==> config.mk <==
export PLATFORM = sky130hd
export DESIGN_NAME = ram18_ctrl
export DESIGN_NICKNAME = d
export VERILOG_FILES = /design/src/rtl/ram18_ctrl.sv
export SDC_FILE = /design/constraint.sdc
export NUM_CORES = 1
export LEC_CHECK = 0
export ABC_AREA = 1
export CORE_ASPECT_RATIO = 0.9
export CORE_MARGIN = 8
export CORE_UTILIZATION = 59
export CTS_BUF_LIST = sky130_fd_sc_hd__clkbuf_2 sky130_fd_sc_hd__clkbuf_4 sky130_fd_sc_hd__clkbuf_8
export DETAILED_ROUTE_END_ITERATION = 7
export DONT_BUFFER_PORTS = 1
export GPL_ROUTABILITY_DRIVEN = 1
export PLACE_DENSITY_LB_ADDON = 0.2
export SETUP_SLACK_MARGIN = 0.2
export SLEW_MARGIN = 20
export SYNTH_ARGS = -nofsm -noshare
export SYNTH_HDL_FRONTEND = slang
export SYNTH_SLANG_ARGS = --single-unit
==> constraint.sdc <==
create_clock -name clk -period 2.6 [get_ports clk]
set_input_delay 0.52 -clock clk [delete_from_list [all_inputs] [get_ports clk]]
set_output_delay 0.52 -clock clk [all_outputs]
set_load 0.01 [all_outputs]
==> src/rtl/ram18_ctrl.sv <==
// ram18_ctrl: request-side controller for the 32x512 1rw1r SRAM macro wrapper.
// Drives macro port 0 from a valid/ready request stream, tracks reads through a
// two-stage valid pipeline matching the macro latency, and returns read data
// through a small credit-managed response FIFO. Port 1 is parked.
// Optional build macro RAM18_CTRL_CLEAR_EN: zero-fill the whole array after
// reset before accepting requests.
module ram18_ctrl #(
  parameter int RSP_DEPTH = 4
) (
  input  logic        clk,
  input  logic        rst,
  input  logic        req_valid,
  output logic        req_ready,
  input  logic        req_we,
  input  logic [3:0]  req_wmask,
  input  logic [8:0]  req_addr,
  input  logic [31:0] req_wdata,
  output logic        rsp_valid,
  input  logic        rsp_ready,
  output logic [31:0] rsp_rdata,
  output logic        init_done,
  output logic        csb0,
  output logic        web0,
  output logic [3:0]  wmask0,
  output logic [8:0]  addr0,
  output logic [31:0] din0,
  input  logic [31:0] dout0,
  output logic        csb1,
  output logic [8:0]  addr1
);

  logic        w_init_done;
  logic        w_clr_active;
  logic [8:0]  w_clr_addr;

`ifdef RAM18_CTRL_CLEAR_EN
  typedef enum logic {ST_INIT, ST_RUN} state_t;
  state_t      r_state, w_state_nxt;
  logic [8:0]  r_clr_addr, w_clr_addr_nxt;

  // Clear-sweep state register; reset restarts the sweep at address 0.
  always_ff @(posedge clk or posedge rst) begin
    if (rst) begin
      r_state    <= ST_INIT;
      r_clr_addr <= '0;
    end else begin
      r_state    <= w_state_nxt;
      r_clr_addr <= w_clr_addr_nxt;
    end
  end

  // Sweep one word per cycle, then hand over to normal request traffic.
  always_comb begin
    w_state_nxt    = r_state;
    w_clr_addr_nxt = r_clr_addr;
    w_clr_active   = 1'b0;
    w_init_done    = 1'b0;
    case (r_state)
      ST_INIT: begin
        w_clr_active   = 1'b1;
        w_clr_addr_nxt = r_clr_addr + 9'd1;
        if (r_clr_addr == 9'h1FF) w_state_nxt = ST_RUN;
      end
      ST_RUN: w_init_done = 1'b1;
      default: ;
    endcase
  end

  assign w_clr_addr = r_clr_addr;
`else
  assign w_init_done  = 1'b1;
  assign w_clr_active = 1'b0;
  assign w_clr_addr   = '0;
`endif

  logic        r_s1, r_s2;
  logic [1:0]  r_wr_ptr, r_rd_ptr;
  logic [2:0]  r_count;
  logic [31:0] r_last;
  logic [31:0] r_fifo [RSP_DEPTH];
  logic        r_csb0, r_web0;
  logic [3:0]  r_wmask0;
  logic [8:0]  r_addr0;
  logic [31:0] r_din0;

  logic [1:0]  w_inflight;
  logic [2:0]  w_occ;
  logic        w_req_ready, w_req_acc, w_rd_acc, w_push, w_pop, w_rsp_valid;

  // Credit: every read in flight or buffered owns a FIFO slot, so a push can
  // never find the FIFO full. Writes obey the same gate to keep ordering trivial.
  assign w_inflight  = {1'b0, r_s1} + {1'b0, r_s2};
  assign w_occ       = r_count + {1'b0, w_inflight};
  assign w_req_ready = w_init_done && (w_occ < 3'(RSP_DEPTH));
  assign w_req_acc   = req_valid && w_req_ready;
  assign w_rd_acc    = w_req_acc && !req_we;
  assign w_push      = r_s2;
  assign w_rsp_valid = (r_count != 3'd0);
  assign w_pop       = w_rsp_valid && rsp_ready;

  // Read valid pipeline: s1 = macro sampling, s2 = dout0 ready to capture.
  always_ff @(posedge clk or posedge rst) begin
    if (rst) begin
      r_s1 <= 1'b0;
      r_s2 <= 1'b0;
    end else begin
      r_s1 <= w_rd_acc;
      r_s2 <= r_s1;
    end
  end

  // Response FIFO pointers, occupancy and last-popped data for the empty case.
  always_ff @(posedge clk or posedge rst) begin
    if (rst) begin
      r_wr_ptr <= '0;
      r_rd_ptr <= '0;
      r_count  <= '0;
      r_last   <= '0;
    end else begin
      if (w_push) r_wr_ptr <= r_wr_ptr + 2'd1;
      if (w_pop) begin
        r_rd_ptr <= r_rd_ptr + 2'd1;
        r_last   <= r_fifo[r_rd_ptr];
      end
      case ({w_push, w_pop})
        2'b10:   r_count <= r_count + 3'd1;
        2'b01:   r_count <= r_count - 3'd1;
        default: r_count <= r_count;
      endcase
    end
  end

  // Response FIFO storage; entries are only read while counted valid.
  always_ff @(posedge clk) begin
    if (w_push) r_fifo[r_wr_ptr] <= dout0;
  end

  // Macro port 0 registers; address/data/mask hold when idle.
  always_ff @(posedge clk or posedge rst) begin
    if (rst) begin
      r_csb0   <= 1'b1;
      r_web0   <= 1'b1;
      r_wmask0 <= '0;
      r_addr0  <= '0;
      r_din0   <= '0;
    end else if (w_clr_active) begin
      r_csb0   <= 1'b0;
      r_web0   <= 1'b0;
      r_wmask0 <= 4'hF;
      r_addr0  <= w_clr_addr;
      r_din0   <= '0;
    end else if (w_req_acc) begin
      r_csb0   <= 1'b0;
      r_web0   <= !req_we;
      r_wmask0 <= req_wmask;
      r_addr0  <= req_addr;
      r_din0   <= req_wdata;
    end else begin
      r_csb0   <= 1'b1;
      r_web0   <= 1'b1;
    end
  end

  assign req_ready = w_req_ready;
  assign init_done = w_init_done;
  assign rsp_valid = w_rsp_valid;
  assign rsp_rdata = w_rsp_valid ? r_fifo[r_rd_ptr] : r_last;
  assign csb0      = r_csb0;
  assign web0      = r_web0;
  assign wmask0    = r_wmask0;
  assign addr0     = r_addr0;
  assign din0      = r_din0;
  assign csb1      = 1'b1;
  assign addr1     = '0;

endmodule
=== Word-level counts from Yosys, hierarchy flattened ===
Memories as Yosys holds them, arrays and structs flattened.
Cells that the tools add are included.

* Logic and storage cells: 33
* Memories kept: 1
* Register bits after elaboration: 88
* Input bits: 82
* Memory bits (writable): 128
* Output and inout bits: 92

{| class="wikitable"
|+ Memory list
! memory !! depth !! width !! rd ports !! clocked after Yosys merged registers in !! wr ports !! line !! source
|-
| r_fifo || 4 || 32 || 1 || 0 || 1 || 80 || <nowiki>logic [31:0] r_fifo [RSP_DEPTH];</nowiki>
|}

* Reductions and logical operators: 6
* Equal/unequal tests: 2
* Muxes and demuxes: 6
* Add/sub/neg operators: 6
* Magnitude comparators: 1

{| class="wikitable"
|+ Operators by type and width
! kind !! count
|-
| $mux 32 || 1
|-
| $pmux 3 s2 || 1
|-
| $add 2x1->2 const B || 2
|-
| $mux 1 || 4
|-
| $add 3x1->3 const B || 1
|-
| $add 3x2->3 || 1
|-
| $logic_and 1x1->1 || 3
|-
| $lt 3x3->1 const B || 1
|-
| $reduce_bool 3->1 || 1
|-
| $sub 3x1->3 const B || 1
|-
| $add 1x1->2 || 1
|-
| $eq 2x1->1 const B || 1
|-
| $eq 2x2->1 const B || 1
|-
| $reduce_bool 2->1 || 1
|-
| $logic_not 1->1 || 1
|}

=== Longest topological paths before layout ===
Gate-level depths: netlist of run 1.

* Word-level depth: 5
* Depth in mapped cells: 11
* Depth with buffers taken out: 10

=== Worst setup path after synthesis of run 1 ===
OpenSTA, ideal clock, no wires.

* Kind: register -> register
* From: register r_count[1]
* To: register r_count[2]
* Cell stages (with the launch flop): 12
* Slack: 0.698 ns
* Required time: 2.469 ns
* Buffers on the path: 1
* Setup time: 0.131 ns
* Arrival time: 1.771 ns
* Period minus slack after synthesis: 1.902 ns
* Cells stage by stage: dfrtp_1 inv_1 nand2_2 nand2_1 buf_4 inv_1 ha_1 inv_1 fa_1 a21oi_1 o21ai_0 xor2_1

* Word-level cells in the longest chain between the ends: 4
* Elaborated cells between the ends (all ways): 8
* Classes of those cells: add/sub: 2; eq/ne: 2; mux: 1; reduce/logical: 3

{| class="wikitable"
|+ Ends and longest elaborated chain
! element !! line !! source
|-
| start: declaration || 78 || <nowiki>logic [2:0] r_count;</nowiki>
|-
| start signal: assignment || 126 || <nowiki>2'b10: r_count <= r_count + 3'd1;</nowiki>
|-
| start signal: assignment || 127 || <nowiki>2'b01: r_count <= r_count - 3'd1;</nowiki>
|-
| start signal: assignment || 128 || <nowiki>default: r_count <= r_count;</nowiki>
|-
| $reduce_bool 3->1 * || 98 || <nowiki>assign w_rsp_valid = (r_count != 3'd0);</nowiki>
|-
| net rsp_valid || 18 || <nowiki>output logic rsp_valid,</nowiki>
|-
| $logic_and 1x1->1 * || 99 || <nowiki>assign w_pop = w_rsp_valid && rsp_ready;</nowiki>
|-
| net w_pop || 88 || <nowiki>logic w_req_ready, w_req_acc, w_rd_acc, w_push, w_pop, w_rsp_valid;</nowiki>
|-
| $eq 2x1->1 or $eq 2x2->1 (tied branches) || 125 || <nowiki>case ({w_push, w_pop})</nowiki>
|-
| $pmux 3 s2 or $reduce_bool 2->1 (tied branches) || - ||
|}

Mark *: on every way through the listed nets, which the timed path passes. The rest lies on a longest branch.
A chain may end at the register's enable or synchronous reset.

=== Final worst setup path of run 1 ===
* From: register r_count[2]
* To: output port rsp_rdata[16]

* Word-level cells in the longest chain between the ends: 2

{| class="wikitable"
|+ Ends and longest elaborated chain
! element !! line !! source
|-
| $reduce_bool 3->1 || 98 ||
|-
| net rsp_valid || 18 ||
|-
| $mux 32 || 167 || <nowiki>assign rsp_rdata = w_rsp_valid ? r_fifo[r_rd_ptr] : r_last;</nowiki>
|-
| end: declaration || 20 || <nowiki>output logic [31:0] rsp_rdata,</nowiki>
|}

The timed path passes the listed nets, and every way through them passes these cells.

==> results by group, run 1 <==
Outcome
  – Status: finished with violations
  – Violated checks: negative hold slack

Setup path
  – CP required: 2.08 ns
  – Worst Path Buf+Inv: 3
  – R2R cell count: 10
  – Startpoint Class: flip-flop
  – Capturing point of the worst reg2reg path: r_count[2]$_DFFE_PP0P_
  – CP Max Fanout: 17
  – Origin of the critical flop-to-flop path: r_count[1]$_DFFE_PP0P_
  – Crit. End Element: primary output
  – CP max stage delay: between 0.4 and 0.5 ns
  – CP Class: reg -> out
  – Worst-path cell chain: nor2_2, nand2_4, inv_8, buf_12, nand2_1, o21ai_1, buf_4
  – Reg2Reg Setup Slack: 0.70 ns
  – Top delay family on crit path: buffers and inverters
  – Crit path DAT: about 1.8 ns
  – Slowest CP cell: dfrtp_1

Layout
  – Ant diodes: 0
  – Filler instances: 1106
  – Post-route cell area: 10100 um2
  – Layout net count: about 960
  – Share of post-route cells with drive strength above 1: 15.5%
  – Area delta synth->final: 13.8%

Clocking
  – Hold buffer count at cts: 0
  – # H-tree levels: 2
  – Clk Latency, worst-skew pair: 0.52 ns
  – TritonCTS buffer count: 35
  – CTS clk-pin slew, worst paths: 0.07 ns
  – CTS max path bufs: 3
  – Root buffer cell: clkbuf_8
  – CTS tree: built
  – # clock sinks: between 200 and 250

Yosys
  – Xor and xnor area share after synthesis: less than 1%
  – Main synth FF type: edfxtp_1
  – Synth area leader: edfxtp_1
  – Largest family of logic cells by synthesized area: simple AND/OR/NAND/NOR gates
  – Post-Synth Adder-Cell Area: 1.07%
  – Synth Area in Compound Gates: 3.83%
  – Post-Syn Area per Cell: 10.8 um2
  – Top-count cell post-synth: nand2_1
  – Library cells used by synthesis: 24
  – Post-synthesis mux area share: 0%
  – Mapped Area: 8890 um2
  – Mapped Cells: 824
  – Number of synthesized flops with an enable pin: between 100 and 150
  – Synth Warn #: 0
  – Synth top area share: 43.2%
  – Main area contributors after synthesis: edfxtp_1 (43%), dfrtp_1 (24%), nand2_1 (14%), o21ai_0 (3.8%), nand3_1 (3.7%)
  – Top cells by count, synth: nand2_1 (323), edfxtp_1 (128), dfrtp_1 (86)
  – Fraction of registers with async set/reset: 40.7%
  – Register bit count reported by yosys: 216
  – Post-Synth Simple-Gate Area: a little over a fifth
  – Seq/Total Area, Yosys: just under 70%

Global routing
  – Gr usage total: 20.7%
  – Total congestion overflow: 0
  – Vias in the first global route: between 6000 and 7000
  – First-pass GRT wire length: roughly 32 mm
  – Largest net degree at the start of global routing: 66
  – Initial antenna violation count: 0

Die
  – Effective utilization at floorplan: 60.4%
  – Die Ht: 132 um
  – Ports: 174
  – FP Rows: 42
  – Core area: 14700 um2
  – Total Die Area: 19300 um2
  – Die width: 145 um

Pwr
  – Leak: about 4.3 nW
  – Total chip power: 12.6 mW
  – Pwr dens: 1240 nW/um2
  – Worst vdd ir: 0.000702 V

Timing
  – Final Hold Fails: 7
  – Rel. slew slack: approximately half
  – Minimum clock period: about 2.4 ns
  – Fin crit share: 90.8%
  – WHS: -0.00562 ns
  – Post-route setup TNS: 0 ns
  – RSZ-0062 raised after global routing: yes
  – Clock Skew: roughly 0.022 ns
  – Pins Over Slew Limit: 0
  – F_max: 424 MHz
  – Worst-Margin Slew: roughly 0.75 ns
  – Setup-failing EPs final: 0

Drt
  – Per-cell routed wire length: 18.7 um
  – Via density: ~5.6
  – First-pass DRT Iterations: 7
  – DR vias: 6101
  – DR iter-0 viols: roughly 460
  – Number of routed nets with antenna violations: 0
  – Wirelength, routed: 20.5 mm
  – Post-route DRC: 0

Worst hold path
  – Min-Delay Path Class: in -> async

Placed design
  – Post-DP HPWL: between 10 and 15 mm
  – I/O Buffers: 0
  – Final Wtd Congestion: 0.824
  – Dpl cell area: 9210 um2

Flow run
  – Total of max-cap violations: 0
==> cells by family after synthesis <==
group	count (synthesis)
simple gates	444
flops	216
buf+inv	83
compound gates	68
fa+ha+maj	7
xor+xnor	4
other cells	2
==> where the power goes <==
part / internal (mW) / switching (mW) / leakage (nW)
Combinational: 1.88 / 2.82 / 1.73
Clock: 1.43 / 1.28 / 0.345
Sequential: 4.49 / 0.676 / 2.23
==> registers in the layout, indices dropped and copies added (netlist names) <==
name,cells
r_rd_ptr,2
addr0,9
web0,1
din0,32
r_last,32
wmask0,4
r_s1,1
r_fifo,128
r_wr_ptr,2
csb0,1
r_s2,1
r_count,3
==> through the flow <==
stage	worst slack, ns	util (%)	std cells
after floorplan	0.698	-	833
after global placement	0.552	62.6	1018
after detailed placement	0.516	62.6	1018
after CTS	0.171	67.9	1089
after global routing	0.154	68.8	1092
final	0.240	68.8	1092
==> metal layers <==
layer	GRT usage (%)	share of wire (%)	routed length [um]	up-vias
met4	7.91	2.1	435	0
met1	24.8	38	7860	2953
met3	7.06	9.9	2030	39
met2	34.2	50	10100	244
li1	-	-	-	2865
met5	0	0	0	-
==> cell usage in the layout, fill, tap and decap left out, types with 3 or more instances in the layout <==
cell type,netlist,final
clkinv_2,0,8
clkinvlp_4,0,4
o21ai_1,0,16
conb_1,2,11
clkbuf_8,0,35
o21ai_2,0,6
nand2_1,323,322
nor2_1,4,3
clkinv_1,0,7
inv_1,16,14
o21ai_0,67,45
nand4_1,45,45
dfrtp_1,86,85
edfxtp_1,128,128
clkbuf_16,0,3
clkbuf_4,0,11
nand2_2,3,3
nand3_1,66,66
ha_1,6,6
buf_4,22,48
xor2_1,3,3
buf_12,0,6
==> worst max-delay path by stage <==
stage               cells past startpoint                     end  slack (ns)                    start
floorplan                              11  r_count[2]$_DFFE_PP0P_        0.70   r_count[1]$_DFFE_PP0P_
global placement                        6           rsp_rdata[26]        0.55  r_rd_ptr[0]$_DFFE_PP0P_
detailed placement                      6           rsp_rdata[26]        0.52  r_rd_ptr[0]$_DFFE_PP0P_
CTS                                     7           rsp_rdata[26]        0.17   r_count[0]$_DFFE_PP0P_
global route                            7           rsp_rdata[21]        0.15   r_count[2]$_DFFE_PP0P_
finish                                  7           rsp_rdata[16]        0.24   r_count[2]$_DFFE_PP0P_
==> what timing repair did <==
item / in CTS / in global routing
buffers inserted: 5 / 0
setup endpoints to repair: 32 / 32
resized for setup: 22 / 29
pin swaps: 2 / 1
cloned: 2 / 3
==> cell type report <==
class                           instances  area (um2)  area share, %
Clock buffer                           46         564           5.58
Sequential cell                       216        6050           59.8
Tap cell                              198         248           2.45
Clock inverter                         18        88.8          0.878
Inverter                               17        80.1          0.791
Multi-Input combinational cell        534        2420           24.0
Timing Repair Buffer                   63         663           6.55
Note: power is estimated with default switching activity, not from simulation.
==> run 2: changes to the inputs <==
--- a/config.mk
+++ b/config.mk
@@ -7,7 +7,6 @@
 export LEC_CHECK = 0
 export ABC_AREA = 1
 export CORE_ASPECT_RATIO = 0.9
-export CORE_MARGIN = 8
 export CORE_UTILIZATION = 59
 export CTS_BUF_LIST = sky130_fd_sc_hd__clkbuf_2 sky130_fd_sc_hd__clkbuf_4 sky130_fd_sc_hd__clkbuf_8
 export DETAILED_ROUTE_END_ITERATION = 7
@@ -15,7 +14,7 @@
 export GPL_ROUTABILITY_DRIVEN = 1
 export PLACE_DENSITY_LB_ADDON = 0.2
 export SETUP_SLACK_MARGIN = 0.2
-export SLEW_MARGIN = 20
+export SLEW_MARGIN = 10
 export SYNTH_ARGS = -nofsm -noshare
 export SYNTH_HDL_FRONTEND = slang
 export SYNTH_SLANG_ARGS = --single-unit
==> results by group, run 2 (synthesized netlist as in run 1, its figures left out) <==
Drt
  – DR WL met3: 2.44 mm (+20%)
  – DR iter-0 viols: 531 (+16%)
  – Highest routed metal layer: met4
  – Number of routed nets with antenna violations: 0 (unchanged)
  – Wirelength, routed: 22.5 mm (+10%)
  – First-pass DRT Iterations: 6 (-1)
  – Per-cell routed wire length: 20.2 um (+7.9%)
  – Post-route DRC: 0 (unchanged)
  – DR vias: 6519 (+6.9%)
  – Metal-1 WL: 8.39 mm (+6.7%)
  – Met2 routed wirelength: 10.8 mm (+6.7%)
  – Via density: 5.85 (+4.6%)

Global routing
  – Initial antenna violation count: 0 (unchanged)
  – Gr usage total: 25.8% (+5.1 points)
  – Vias in the first global route: 5939 (-2.2%)
  – First-pass GRT wire length: 30.7 mm (-4.4%)
  – Largest net degree at the start of global routing: 66 (unchanged)
  – Total congestion overflow: 0 (unchanged)

Layout
  – Largest Register: r_fifo
  – Area delta synth->final: 21.8%
  – Non-filler cells, final: 1115 (+2.1%)
  – Max reg flops: 128 (unchanged)
  – Share of post-route cells with drive strength above 1: 24.1% (+8.6 points)
  – Ant diodes: 0 (unchanged)
  – Commonest non-fill, non-tap cell in the layout: nand2_1
  – Layout net count: 981 (+2.6%)
  – Most frequent cells in the layout: nand2_1 (288), edfxtp_1 (128), dfrtp_1 (85)

Setup path
  – Reg2Reg Setup Slack: 0.67 ns (-0.03 ns)
  – R2R cell count: 8 (-2)
  – Worst-path cell chain: buf_8, clkinv_8, clkbuf_16, nand2_1, nand3_1, nand2_1, o21ai_2, buf_4
  – CP most frequent cell: nand2_1
  – CP Max Fanout: 8 (-9)
  – Worst Path Buf+Inv: 4 (+1)
  – Capturing point of the worst reg2reg path: din0[27]$_DFFE_PP0N_
  – Origin of the critical flop-to-flop path: r_count[0]$_DFFE_PP0P_
  – CP required: 2.08 ns (about the same)
  – Crit path DAT: 1.96 ns (+0.12 ns)
  – CP max stage delay: 0.51 ns (+0.09 ns)
  – Crit. End Element: primary output
  – Slowest CP cell: dfrtp_4
  – Top delay family on crit path: buffers and inverters
  – CP Class: reg -> out
  – Startpoint Class: flip-flop

Worst hold path
  – Worst Hold Path EP: r_s1$_DFF_PP0_
  – Min-Delay Path Class: in -> reg
  – Min-delay src: req_we
  – Worst hold path depth: 1

Die
  – Core area: 14700 um2 (unchanged)
  – Total Die Area: 15600 um2 (-19%)
  – Die Ht: 118 um (-11%)
  – Effective utilization at floorplan: 60.4% (unchanged)
  – Die width: 131 um (-9.6%)
  – Ports: 174 (unchanged)
  – FP Rows: 42 (unchanged)

Clocking
  – Clk Latency, worst-skew pair: 0.52 ns (about the same)
  – # clock sinks: 216 (unchanged)
  – # H-tree levels: 2 (unchanged)
  – CTS clk-pin slew, worst paths: 0.06 ns (about the same)
  – CTS max path bufs: 3 (unchanged)
  – CTS tree: built
  – TritonCTS buffer count: 35 (unchanged)
  – Root buffer cell: clkbuf_8

Pwr
  – Worst vdd ir: 0.000808 V (+15%)
  – Total chip power: 13.9 mW (+11%)
  – Leak: 4.61 nW (+6.9%)
  – Pwr dens: 1290 nW/um2 (+3.4%)

Placed design
  – I/O Buffers: 0 (unchanged)
  – Post-DP HPWL: 11.1 mm (-12%)
  – Placed Cells: 1014 (-0.39%)
  – Final Wtd Congestion: 0.818 (-0.69%)

Timing
  – Final Hold Fails: 0 (-7)
  – Setup-failing EPs final: 0 (unchanged)
  – WHS: 0.0889 ns (+0.0945 ns)
  – Post-route setup TNS: 0 ns (unchanged)
  – Rel. slew slack: 54.9% (+5.1 points)
  – F_max: 403 MHz (-4.8%)
  – RSZ-0062 raised after global routing: yes
  – Minimum clock period: 2.48 ns (+0.119 ns)
  – Worst-Margin Slew: 0.676 ns (-0.0747 ns)
  – Fin crit share: 95.3% (+4.6 points)
  – Pins Over Slew Limit: 0 (unchanged)
  – Clock Skew: 0.0277 ns (+0.00528 ns)

Flow run
  – Total of max-cap violations: 0 (unchanged)

Outcome
  – Status: completed
==> run 2: cell types whose count changed in the layout (fill, tap and decap cells not counted), moves of 5 or more <==
cell,delta
clkbuf_16,+7
o21ai_0,-10
buf_12,+7
nand3_2,+12
clkinv_2,-6
nand3_1,-14
nand2_2,+31
nand2_1,-34
buf_6,+5
o21ai_2,+9
==> run 2: how the worst max path moves through the flow <==
stage | start | end | slack (ns) | cells past startpoint
floorplan | r_count[1]$_DFFE_PP0P_ | r_count[2]$_DFFE_PP0P_ | 0.70 | 11
global placement | r_count[0]$_DFFE_PP0P_ | addr0[3]$_DFFE_PP0N_ | 0.44 | 7
detailed placement | r_count[0]$_DFFE_PP0P_ | din0[6]$_DFFE_PP0N_ | 0.33 | 7
CTS | r_count[0]$_DFFE_PP0P_ | rsp_rdata[17] | 0.19 | 8
global route | r_rd_ptr[0]$_DFFE_PP0P_ | rsp_rdata[0] | 0.09 | 8
finish | r_rd_ptr[0]$_DFFE_PP0P_ | rsp_rdata[0] | 0.12 | 8
==> run 2: what timing repair did <==
item | CTS | global route
gates resized for setup | 26 | 105
pin swaps | 2 | 28
hold endpoints to repair | 21 | 0
cloned | 4 | 14
setup buffers | 7 | 13
hold buffers | 1 | 0
setup endpoints to repair | 33 | 74
==> run 2: cell type report <==
cell class / instances / area (um2)
flip-flops and latches: 216 / 6050
fillers: 955 / 3880
multi-input cells: 534 / 2650
repair buffers: 87 / 1110
clock buffers: 52 / 628
well taps: 198 / 248
inverters: 17 / 88.8
clock inverters: 10 / 43.8
repair inverters: 1 / 16.3
==> run 2: per-layer routing <==
| metal | track usage (%) | vias to the layer above |
|---|---|---|
| met2 | 41.9 | 374 |
| met3 | 6.31 | 70 |
| met4 | 10.9 | 0 |
| li1 | - | 2926 |
| met1 | 33.3 | 3149 |
| met5 | 0 | - |
==> run 2: power breakdown <==
part	internal, mW	total, mW	leakage (nW)	switching [mW]
Clock	1.54	2.80	0.357	1.25
Sequential	4.49	5.16	2.23	0.670
Combinational	2.58	5.98	2.02	3.39
==> run 2: metrics by stage <==
stage	instance area (um2)	setup WS, ns	utilization [%]
after floorplan	8930	0.698	-
after global placement	9230	0.435	62.7
after detailed placement	9230	0.332	62.7
after CTS	10200	0.188	69.1
after global routing	10800	0.0926	73.6
final	10800	0.121	73.6
